`src/rtl/sync_fifo_flags.sv`:
```
// sync_fifo_flags: single-clock FIFO with count, almost flags and sticky errors.
// Define SYNC_FIFO_FWFT_EN for first-word-fall-through reads.
module sync_fifo_flags #(
  parameter int DSIZE        = 8,
  parameter int ADDRESS_SIZE = 4,
  parameter int AFULL_LEVEL  = 12,
  parameter int AEMPTY_LEVEL = 2
) (
  input  logic                  clk,
  input  logic                  rst,
  input  logic                  winc,
  input  logic [DSIZE-1:0]      wdata,
  input  logic                  rinc,
  output logic [DSIZE-1:0]      rdata,
  output logic                  wfull,
  output logic                  rempty,
  output logic                  almost_full,
  output logic                  almost_empty,
  output logic [ADDRESS_SIZE:0] count,
  output logic                  overflow,
  output logic                  underflow
);
  localparam int PW    = ADDRESS_SIZE + 1;
  localparam int DEPTH = 1 << ADDRESS_SIZE;
  if (AEMPTY_LEVEL >= AFULL_LEVEL) begin : g_cfg_err
    $error("sync_fifo_flags: AEMPTY_LEVEL must be below AFULL_LEVEL");
  end
  logic [DSIZE-1:0] mem [DEPTH];
  logic [PW-1:0] wptr_q, wptr_d, rptr_q, rptr_d, count_q, count_d;
  logic [DSIZE-1:0] rdata_q, rdata_d;
  logic wfull_q, wfull_d, rempty_q, rempty_d, afull_q, afull_d, aempty_q, aempty_d;
  logic overflow_q, overflow_d, underflow_q, underflow_d;
  logic wr_acc, rd_acc;
  always_comb begin
    wr_acc      = winc && !wfull_q;
    rd_acc      = rinc && !rempty_q;
    wptr_d      = wr_acc ? wptr_q + PW'(1) : wptr_q;
    rptr_d      = rd_acc ? rptr_q + PW'(1) : rptr_q;
    count_d     = count_q + PW'(wr_acc) - PW'(rd_acc);
    wfull_d     = count_d == PW'(DEPTH);
    rempty_d    = count_d == '0;
    afull_d     = count_d >= PW'(AFULL_LEVEL);
    aempty_d    = count_d <= PW'(AEMPTY_LEVEL);
    overflow_d  = overflow_q | (winc & wfull_q);
    underflow_d = underflow_q | (rinc & rempty_q);
`ifdef SYNC_FIFO_FWFT_EN
    // Next head: nothing left -> hold; only the word being written -> bypass wdata.
    rdata_d = (count_d == '0) ? rdata_q :
              (count_q == PW'(rd_acc)) ? wdata : mem[rptr_d[ADDRESS_SIZE-1:0]];
`else
    rdata_d = rd_acc ? mem[rptr_q[ADDRESS_SIZE-1:0]] : rdata_q;
`endif
  end
  always_ff @(posedge clk) begin
    if (rst) begin
      wptr_q      <= '0;
      rptr_q      <= '0;
      count_q     <= '0;
      rdata_q     <= '0;
      wfull_q     <= 1'b0;
      rempty_q    <= 1'b1;
      afull_q     <= 1'b0;
      aempty_q    <= 1'b1;
      overflow_q  <= 1'b0;
      underflow_q <= 1'b0;
    end else begin
      wptr_q      <= wptr_d;
      rptr_q      <= rptr_d;
      count_q     <= count_d;
      rdata_q     <= rdata_d;
      wfull_q     <= wfull_d;
      rempty_q    <= rempty_d;
      afull_q     <= afull_d;
      aempty_q    <= aempty_d;
      overflow_q  <= overflow_d;
      underflow_q <= underflow_d;
    end
  end
  always_ff @(posedge clk) begin
    if (wr_acc && !rst) mem[wptr_q[ADDRESS_SIZE-1:0]] <= wdata;
  end
  assign rdata        = rdata_q;
  assign wfull        = wfull_q;
  assign rempty       = rempty_q;
  assign almost_full  = afull_q;
  assign almost_empty = aempty_q;
  assign count        = count_q;
  assign overflow     = overflow_q;
  assign underflow    = underflow_q;
endmodule

```
`config.mk`:
```
export PLATFORM = sky130hd
export DESIGN_NAME = sync_fifo_flags
export DESIGN_NICKNAME = d
export VERILOG_FILES = /design/src/rtl/sync_fifo_flags.sv
export SDC_FILE = /design/constraint.sdc
export NUM_CORES = 1
export LEC_CHECK = 0
export CAP_MARGIN = 40
export CORE_MARGIN = 10
export CORE_UTILIZATION = 60
export DETAILED_ROUTE_END_ITERATION = 10
export PLACE_DENSITY = 0.8
export SLEW_MARGIN = 20
export SYNTH_ARGS = -nofsm -noshare
export SYNTH_HDL_FRONTEND = slang
export SYNTH_SLANG_ARGS = --single-unit
```
`constraint.sdc`:
```
create_clock -name clk -period 6.5 [get_ports clk]
set_input_delay 1.625 -clock clk [delete_from_list [all_inputs] [get_ports clk]]
set_output_delay 1.625 -clock clk [all_outputs]
set_load 0.02 [all_outputs]
```
==> impl_metrics.csv <==
group,metric,value,unit
run_status,status,"complete, no violations",
final_layout,layout.area.seq,0.00439,mm2
final_layout,layout_common_cells,"edfxtp_1 (128), mux2i_1 (40), nor2_1 (35)",
floorplanning,core-area,0.00986,mm2
timing,fmax,0.241,GHz
worst_setup_path,crit_arrival,4.57,ns
final_layout,num-nets-final,437,
final_layout,layout-drive-gt1-share,14.8,%
timing,whs,0.471,ns
yosys,ys_ff_latch,155,
yosys,syn_nets,385,
floorplanning,io-pin-count,31,
yosys,syn-instance-count,362,
clock_tree,root_buffer,"clkbuf_8",
clock_tree,numCtsBuffers,17,
detailed_routing,final_antenna_net_count,0,
global_routing,grt_max_degree,52,
place,gp_congestion,0.758,
clock_tree,cts_hold_buf,0,
worst_setup_path,cp-start-kind,"input port",
yosys,synth-edff-count,128,
pwr,p_leak,0.00240,uW
global_routing,first_global_vias,3345,
worst_setup_path,cp_common_cell,"inv_1",
floorplanning,chipHeight,121,um
place,post-dp-hpwl,7.66,mm
detailed_routing,wl_per_cell,22.3,um
pwr,powerDensity,360,mW/mm2
timing,rsz0062_at_grt,"false",
detailed_routing,drc,0,
detailed_routing,detailedRoute.firstIterationViolations,373,
detailed_routing,drt-vias-per-instance,5.94,
timing,hold_viol_final,0,
clock_tree,cts.clk_slew.worst_paths,0.06,ns
timing,tns,0,ns
yosys,synth_warnings,0,
final_layout,final_common_cell,"edfxtp_1",
global_routing,grt_pass1_wl,19.2,mm
worst_setup_path,critPathKind,"input port to flop",
final_layout,multi_input_area,0.00161,mm2
yosys,ys_seq_area_share,71.4,%
place,portBuffers,30,
pwr,peakVddDrop,0.194,mV
timing,setup_viol,0,
floorplanning,fp-row-count,36,
timing,fin_crit,4.15,ns
worst_setup_path,crit_chain,"clkdlybuf4s50_1 -> nor2b_1 -> inv_1 -> ha_1 -> inv_1 -> ha_1 -> inv_1 -> fa_1 -> nor2b_1 -> o21ai_0 -> a21oi_1 -> nor3b_2 -> a2111oi_2",
job,maxCapViolations,0,
clock_tree,clockBufferDepth,2,
clock_tree,htreeDepth,4,
detailed_routing,drt_first_pass_iters,5,
worst_setup_path,worst_ep_required_time,6.92,ns
detailed_routing,dr_total_vias,3326,
yosys,synth.distinct_cells,33,
pwr,fin_total_pwr,2590,uW
clock_tree,clock-sinks,155,
clock_tree,cts_tree,"built",
floorplanning,start_util,62.2,%
final_layout,diodes,0,
yosys,async_flop_share,0,%
detailed_routing,drt-total-wl,12.5,mm
timing,tightest_slew,0.858,ns
clock_tree,cts_resized,0,
worst_setup_path,cp_slowest_cell,"nor2b_1",
timing,slew_headroom,42.7,%
yosys,synth-main-ff-cell,"edfxtp_1",
global_routing,antenna_found_initial,0,
final_layout,nFillCells,584,
final_layout,area_delta_synth_final,17.4,%
clock_tree,clk_latency,0.52,ns
yosys,syn_area_per_cell,17.0,um2
clock_tree,post-cts-setup-buffers,0,
floorplanning,die_x,121,um
timing,fin_skew,0.00799,ns
global_routing,grt_remaining_overflow,0,
worst_setup_path,crit_fanout,9,
yosys,synth_area,0.00614,mm2
hold_path,worstHoldPathType,"flop to flop",
floorplanning,dieArea,0.0147,mm2
timing,slew_violations,0,
global_routing,grt_use_total,17.3,%
timing,finalCritPeriodShare,63.8,%
worst_setup_path,worstSetupEndpointType,"flop",
worst_setup_path,slowest_delay,0.54,ns
power by group:
part	switching, uW	internal (uW)
logic	281	226
clock network	419	483
registers	49.2	1140
worst max-delay path, delay by kind of cell:
| family | cells | cell delay [ns] |
|---|---|---|
| adder cells (fa/ha/maj) | 3 | 0.86 |
| AND/OR/NAND/NOR | 3 | 0.78 |
| buffers and inverters | 4 | 0.67 |
| AO/OA/AOI/OAI | 3 | 0.63 |
final timing paths:
| check | cells past startpoint | slack (ns) | endpoint | start |
|---|---|---|---|---|
| setup / recovery | 13 | 2.35 | almost_empty$_SDFF_PP1_ | winc |
| hold / removal | 2 | 0.47 | underflow$_SDFF_PP0_ | underflow$_SDFF_PP0_ |
| setup reg to reg | 12 | 3.63 | almost_empty$_SDFF_PP1_ | wfull$_SDFF_PP0_ |
| hold reg to reg | 2 | 0.47 | underflow$_SDFF_PP0_ | underflow$_SDFF_PP0_ |
sequential cells by signal, indices dropped and copies added, names as in the netlist:
| name | flops |
|---|---|
| almost_empty | 1 |
| almost_full | 1 |
| count | 5 |
| mem | 128 |
| overflow | 1 |
| rdata | 8 |
| rempty | 1 |
| rptr_q | 4 |
| underflow | 1 |
| wfull | 1 |
| wptr_q | 4 |
per-stage QoR:
stage                     std cells  worst slack (ns)  area (um2)  utilization [%]
after floorplan                 362              2.68        6140                -
after global placement          510              1.94        6510             66.0
after detailed placement        514              1.81        6540             66.3
after CTS                       546              2.35        7080             71.8
after global routing            560              2.09        7210             73.1
final                           560              2.35        7210             73.1
area by class of cell:
cell class | instances | area share [%]
Sequential cell | 155 | 60.8
Multi-Input combinational cell | 180 | 22.3
Timing Repair Buffer | 49 | 6.53
Clock buffer | 17 | 5.74
Tap cell | 133 | 2.31
Clock inverter | 15 | 1.75
Inverter | 11 | 0.573
synthesized netlist by cell type (4+ instances only):
cell	instances	area, um2
a32oi_1	8	70.1
inv_1	11	41.3
mux4_1	8	210
edfxtp_1	128	3840
nor2b_1	6	37.5
o21ai_0	8	40.0
a22oi_1	15	113
mux2i_1	40	400
ha_1	10	125
nor2_1	35	131
dfxtp_1	27	541
xor2_1	7	61.3
a21oi_1	7	35.0
nand2_1	10	37.5
clkbuf_1	4	15.0
buf_6	5	56.3
mux4_2	8	180
per-layer routing:
metal	up-vias	routed length [um]	global-route usage, %
met1	1657	5430	23.7
met4	0	102	4.17
li1	1514	-	-
met2	144	6170	27.1
met3	11	778	4.70
met5	-	0	0
cell families after synthesis:
logic type / share of synthesized area [%]
DFF: 71.4
and+or+nand+nor: 4.75
muxes: 13.1
AOI/OAI and AO/OA: 4.69
buffers and inverters: 2.45
adders and majority gates: 2.36
xor gates and xnor gates: 1.28
No activity file was read; power rests on OpenSTA's default activity.
